$ cat src/rtl/bram_access_arbiter.sv
// Shares one simple-dual-port BRAM between two write and two read clients:
// bring-up sequencing, per-port round-robin, tagged read return, RAW hazard stall.
module bram_access_arbiter #(
   parameter int AW         = 4,
   parameter int DW         = 16,
   parameter int RD_LATENCY = 1,
   parameter int RST_CYCLES = 4
) (
   input  logic            clk,
   input  logic            rstb,
   input  logic [1:0]      wr_req,
   input  logic [2*AW-1:0] wr_addr,
   input  logic [2*DW-1:0] wr_data,
   output logic [1:0]      wr_gnt,
   input  logic [1:0]      rd_req,
   input  logic [2*AW-1:0] rd_addr,
   output logic [1:0]      rd_gnt,
   output logic [1:0]      rd_valid,
   output logic [DW-1:0]   rd_data,
   output logic            ready,
   output logic            bram_ena,
   output logic            bram_wea,
   output logic [AW-1:0]   bram_addra,
   output logic [DW-1:0]   bram_dina,
   output logic            bram_rstb,
   output logic            bram_enb,
   output logic [AW-1:0]   bram_addrb,
   input  logic [DW-1:0]   bram_doutb,
   input  logic            bram_rsta_busy,
   input  logic            bram_rstb_busy
);

   localparam int CW = $clog2(RST_CYCLES + 1);

   typedef enum logic [1:0] {S_RST, S_WAIT, S_RUN} state_t;

   state_t                state;
   logic [CW-1:0]         cnt;
   logic [1:0]            busy_q;
   logic                  wr_ptr, rd_ptr;
   logic                  ready_q, bram_rstb_q;
   logic [AW-1:0]         addra_q, addrb_q;
   logic [DW-1:0]         dina_q;
   logic [RD_LATENCY-1:0] pipe_v, pipe_id;

   logic          run_ok, wr_any, rd_any, wr_win, rd_win, hazard;
   logic [AW-1:0] wr_sel_addr, rd_sel_addr;
   logic [DW-1:0] wr_sel_data;

   always_comb begin
      run_ok      = (state == S_RUN) && (busy_q == 2'b00);
      wr_win      = (wr_req == 2'b11) ? wr_ptr : wr_req[1];
      rd_win      = (rd_req == 2'b11) ? rd_ptr : rd_req[1];
      wr_sel_addr = wr_win ? wr_addr[2*AW-1:AW] : wr_addr[AW-1:0];
      wr_sel_data = wr_win ? wr_data[2*DW-1:DW] : wr_data[DW-1:0];
      rd_sel_addr = rd_win ? rd_addr[2*AW-1:AW] : rd_addr[AW-1:0];
      wr_any      = run_ok && (wr_req != 2'b00);
      // A read of the address being written this cycle waits one cycle so it sees the new data
      hazard      = wr_any && (rd_sel_addr == wr_sel_addr);
      rd_any      = run_ok && (rd_req != 2'b00) && !hazard;

      wr_gnt      = wr_any ? (wr_win ? 2'b10 : 2'b01) : 2'b00;
      rd_gnt      = rd_any ? (rd_win ? 2'b10 : 2'b01) : 2'b00;
      bram_ena    = wr_any;
      bram_wea    = wr_any;
      bram_addra  = wr_any ? wr_sel_addr : addra_q;
      bram_dina   = wr_any ? wr_sel_data : dina_q;
      bram_enb    = rd_any;
      bram_addrb  = rd_any ? rd_sel_addr : addrb_q;
      ready       = ready_q;
      bram_rstb   = bram_rstb_q;
      rd_data     = bram_doutb;
      // Gating by rstb keeps a read already in flight from surfacing while reset is applied
      rd_valid    = (pipe_v[RD_LATENCY-1] && rstb) ?
                    (pipe_id[RD_LATENCY-1] ? 2'b10 : 2'b01) : 2'b00;
   end

   always_ff @(posedge clk) begin
      if (!rstb) begin
         state       <= S_RST;
         cnt         <= '0;
         busy_q      <= '0;
         wr_ptr      <= 1'b0;
         rd_ptr      <= 1'b0;
         ready_q     <= 1'b0;
         bram_rstb_q <= 1'b1;
         addra_q     <= '0;
         addrb_q     <= '0;
         dina_q      <= '0;
         pipe_v      <= '0;
         pipe_id     <= '0;
      end else begin
         busy_q <= {bram_rstb_busy, bram_rsta_busy};
         case (state)
            S_RST: begin
               if (cnt == CW'(RST_CYCLES - 1)) begin
                  state       <= S_WAIT;
                  bram_rstb_q <= 1'b0;
               end else begin
                  cnt <= cnt + CW'(1);
               end
            end
            S_WAIT: begin
               if (!bram_rsta_busy && !bram_rstb_busy) begin
                  state   <= S_RUN;
                  ready_q <= 1'b1;
               end
            end
            default: begin
               if (bram_rsta_busy || bram_rstb_busy) begin
                  state   <= S_WAIT;
                  ready_q <= 1'b0;
               end
            end
         endcase

         if (wr_any) begin
            wr_ptr  <= ~wr_win;
            addra_q <= wr_sel_addr;
            dina_q  <= wr_sel_data;
         end
         if (rd_any) begin
            rd_ptr  <= ~rd_win;
            addrb_q <= rd_sel_addr;
         end

         pipe_v[0]  <= rd_any;
         pipe_id[0] <= rd_win;
         for (int unsigned i = 1; i < RD_LATENCY; i++) begin
            pipe_v[i]  <= pipe_v[i-1];
            pipe_id[i] <= pipe_id[i-1];
         end
      end
   end

endmodule
$ cat config.mk
export PLATFORM = sky130hd
export DESIGN_NAME = bram_access_arbiter
export DESIGN_NICKNAME = d
export VERILOG_FILES = /design/src/rtl/bram_access_arbiter.sv
export SDC_FILE = /design/constraint.sdc
export NUM_CORES = 1
export LEC_CHECK = 0
export ABC_CLOCK_PERIOD_IN_PS = 4600
export CAP_MARGIN = 5
export CORE_UTILIZATION = 39
export DETAILED_ROUTE_END_ITERATION = 8
export HOLD_SLACK_MARGIN = 0.03
export PLACE_DENSITY = 0.9
export RECOVER_POWER = 50
export SLEW_MARGIN = 20
export SYNTH_ARGS = -nofsm -noshare
export SYNTH_HDL_FRONTEND = slang
export SYNTH_SLANG_ARGS = --single-unit
$ cat constraint.sdc
create_clock -name clk -period 4.6 [get_ports clk]
set_input_delay 0.69 -clock clk [delete_from_list [all_inputs] [get_ports clk]]
set_output_delay 0.69 -clock clk [all_outputs]
set_load 0.01 [all_outputs]
# == After elaboration in Yosys (flattened, before gate mapping) ==
# Index checks and enable logic that the tools add are counted.
# classes
add_sub_neg,1
n_bitwise,4
reduce_logical,21
mux,21
n_eq_ne,8
# op_table
operator,count
16-bit 2-to-1 mux,2
2-bit 2-to-1 mux,9
4-bit 2-to-1 mux,4
1-bit logical AND,7
2-bit == test (second input constant),3
3-bit AND reduction,2
2-bit nonzero test,3
4-bit == test,1
2-bit zero test,2
1-bit 2-to-1 mux,4
2-bit inequality test (second input constant),2
1-bit inverter,4
2-bit one-hot mux with 2 select lines,1
2-bit AND reduction,2
3-bit by 1-bit adder with 3-bit output (second input constant),1
3-bit by 2-bit == test with 1-bit output (second input constant),1
1-bit zero test,3
3-bit nonzero test,1
2-bit by 1-bit == test with 1-bit output (second input constant),1
1-bit one-hot mux with 2 select lines,1
1-bit logical OR,1
# word_totals
input_bits,72
out_inout_bits,51
register_bits,37
elab_cells,67

# == Logic depth before layout (Yosys ltp) ==
# depth
ltp_word,8
mapped_depth,8
mapped_depth_nobuf,6

# == Worst setup path after synthesis ==
# OpenSTA, ideal clock, no wires.
# synth_path
path_kind,input port to output port
start,input port wr_req[1]
end,output port bram_dina[0]
path_stages,6
required_time_ps,3910
setup_slack_ps,1789
path_buffers,2
t_arrival_ps,2121
path_cell_list,buf_2 > o21ai_1 > nor2_2 > buf_2 > a222oi_1 > inv_1
# synth_between
elab_chain_cells,4
elab_cells_between_ends,6
classes_between,1 x eq/ne; 3 x mux; 2 x reduce/logical
# synth_lines
item,line_no,rtl
"start, declared",11,"input logic [1:0] wr_req,"
2-bit == test,52,wr_win = (wr_req == 2'b11) ? wr_ptr : wr_req[1];
1-bit 2-to-1 mux,52,
16-bit 2-to-1 mux,55,wr_sel_data = wr_win ? wr_data[2*DW-1:DW] : wr_data[DW-1:0];
16-bit 2-to-1 mux (*),-,
"end, declared",24,"output logic [DW-1:0] bram_dina,"
# Every way passes the cells marked *; elsewhere a longest branch is shown, timed or not.

# == Worst setup path after layout ==
# layout_path
start,input port wr_req[0]
end,output port bram_addrb[0]
# layout_between
elab_chain_cells,8
elab_cells_between_ends,10
classes_between,2 x eq/ne; 3 x mux; 5 x reduce/logical
# layout_lines
item,line_no,rtl
2-bit == test,52,
1-bit 2-to-1 mux,52,
4-bit 2-to-1 mux,54,wr_sel_addr = wr_win ? wr_addr[2*AW-1:AW] : wr_addr[AW-1:0];
4-bit == test,59,hazard = wr_any && (rd_sel_addr == wr_sel_addr);
1-bit logical AND (*),59,
1-bit zero test (*),60,rd_any = run_ok && (rd_req != 2'b00) && !hazard;
1-bit logical AND (*),60,
4-bit 2-to-1 mux (*),-,
"end, declared",27,"output logic [AW-1:0] bram_addrb,"
# Marks and branches as above.

==> impl_metrics.json <==
{
  "synth_top_area_share_pct": 39.3,
  "cts_setup_buffers": 0,
  "antenna_found_initial": 0,
  "clockPowerShare_pct": 35.1,
  "finalSetupTns_ns": 0,
  "fin_area_um2": 2780,
  "cts_hold_buf": 0,
  "async_flop_share_pct": 0,
  "powerDensity_nw_per_um2": 276,
  "sequentialPowerShare_pct": 45.6,
  "r2r_start": "state[1]",
  "dp_cells": 332,
  "yosysWarnings": 0,
  "synth_cells": 215,
  "yosysMostFrequentCell": "dfxtp_1",
  "start_util_pct": 41.9,
  "cts_buffers": 5,
  "wl_mm": 5.04,
  "p_sw_uw": 186,
  "ant_nets": 0,
  "port_buffers": 90,
  "ys_types": 41,
  "cts.clk_slew.worst_paths_ns": 0.07,
  "yosysSeqAreaShare_pct": 39.3,
  "die_x_um": 71.5,
  "die_h_um": 71.5,
  "grt_max_degree": 27,
  "dr_total_vias": 1822,
  "gp_congestion": 0.874,
  "core_area_um2": 4500,
  "fin_ws_ns": 0.475,
  "status": "finished clean",
  "cap_violations": 0,
  "static-leakage-power_nw": 1.21,
  "drive_above_1_share_pct": 6.27,
  "grt_pass1_vias": 1817,
  "rsz0062_at_grt": "false",
  "max_freq_mhz": 242,
  "arrival_ns": 3.43,
  "crit_start": "wr_req[0]",
  "hold_start": "bram_rstb",
  "first_pass_iters": 5,
  "synth.mux.area_fraction_pct": 1.59,
  "areaGrowthSynthToFinish_pct": 47.6,
  "hpwl_mm": 3.67,
  "synth_fp_nets": 289,
  "place_area_um2": 2690,
  "crit_fanout": 9,
  "synth_compound_area_share_pct": 23.4,
  "worst_slew_pin_slew_ns": 0.841,
  "std_cell_rows": 24,
  "synth_flop_cell": "dfxtp_1",
  "syn_area_per_cell_um2": 8.77,
  "htree_levels": 2,
  "holdWs_ns": 0.455,
  "cts_resized": 0,
  "period_needed_ns": 4.12,
  "ys_ff_latch": 37,
  "power_uw": 769,
  "required_ns": 3.91,
  "drtIter0Drc": 141,
  "die_area_um2": 5120,
  "synth_fa_ha_area_share_pct": 1.33,
  "finClkSkew_ns": 0.00418,
  "synth_top_area_cell": "dfxtp_1",
  "fin_cells": 339,
  "cts_root_buffer": "clkbuf_8",
  "cts_tree": "built",
  "synth_xor_area_share_pct": 0.929,
  "hold_violations": 0,
  "drc_errors": 0,
  "insertion_delay_ns": 0.29,
  "p_comb_share_pct": 19.2,
  "syn-cell-area_um2": 1890,
  "swShare_pct": 24.2,
  "path_class": "in2out",
  "gr-total-overflow": 0,
  "final_nets": 361,
  "slew_headroom_pct": 43.9,
  "clockBufferDepth": 2,
  "ios": 123,
  "drv_slew": 0,
  "diodes": 0,
  "grt_pass1_wl_mm": 8.22,
  "synth_common_cells": "dfxtp_1, nor2_1, inv_1",
  "post-route-period-util_pct": 89.7,
  "cts.sinks": 37,
  "p_int_uw": 583,
  "critPathCaptureType": "output pin",
  "synth_edf_count": 0,
  "dp_slack_ns": 0.666,
  "synthSimpleGateAreaFrac_pct": 18.9,
  "crit_path_start_kind": "input pin",
  "grt_usage_pct": 20.4,
  "final_util_pct": 61.8,
  "vdd_drop_max_mv": 0.170,
  "synthTopCellsByArea": "dfxtp_1, a222oi_1, buf_4",
  "setup_violations": 0,
  "hp-class": "reg2reg",
  "via_per_inst": 5.37,
  "synth_top_family_by_area": "compound AO/OA/AOI/OAI gates",
  "wl_per_cell_um": 14.9
}
-- path summary, 6_finish.rpt --
check | to | slack, ns | cells after the start
setup reg to reg | dina_q[15] | 2.28 | 5
hold reg to reg | bram_rstb | 0.45 | 2
setup / recovery | bram_addrb[0] | 0.48 | 8
hold / removal | bram_rstb | 0.45 | 2
-- power groups by stage --
stage	Clock [mW]	Sequential [mW]	Combinational, mW
floorplan	0	0.357	0.0889
global placement	0	0.357	0.144
detailed placement	0	0.358	0.150
CTS	0.277	0.351	0.152
global route	0.292	0.353	0.161
finish	0.270	0.351	0.148
-- layer usage --
| metal | up-vias | track usage (%) | wire length (um) |
|---|---|---|---|
| met5 | - | 0 | 0 |
| met1 | 838 | 24.5 | 2100 |
| li1 | 892 | - | - |
| met4 | 0 | 8.50 | 46 |
| met3 | 10 | 6.19 | 446 |
| met2 | 82 | 34.0 | 2460 |
-- area by class of cell --
type / instances / area (um^2)
sequential: 37 / 741
multi-input combinational: 128 / 867
tap: 52 / 65.1
clock inverter: 2 / 35.0
clock buffer: 5 / 68.8
inverter: 22 / 82.6
timing repair buffer: 93 / 923
fill: 380 / 1720
-- cell families after synthesis --
kind of cell	Yosys count
compound gates	54
buf+inv	50
simple gates	67
fa+ha+maj	2
xor+xnor	2
flops	37
mux	3
-- critical path, stage by stage --
cell and delay (ns):
dlygate4sd3_1 0.57, nand2b_1 0.23, a21boi_0 0.19, o211a_1 0.25
nor4_2 0.40, and3_1 0.40, o22a_1 0.17, clkdlybuf4s50_1 0.52
-- layout by cell type, fill, tap and decap left out, types with 5 or more instances in the layout --
cell type,instances
a222oi_1,16
and2_1,6
clkbuf_8,5
clkdlybuf4s50_1,85
dfxtp_1,37
dlygate4sd3_1,5
inv_1,21
nand2_1,10
nor2_1,27
o21ai_0,11
-- state kept, by name, summed over array words and instances (netlist names) --
signal	count
busy_q	2
wr_ptr	1
cnt	3
bram_rstb	1
rd_ptr	1
ready	1
addrb_q	4
pipe_v	1
dina_q	16
addra_q	4
pipe_id	1
state	2
No activity file was read; power rests on OpenSTA's default activity.
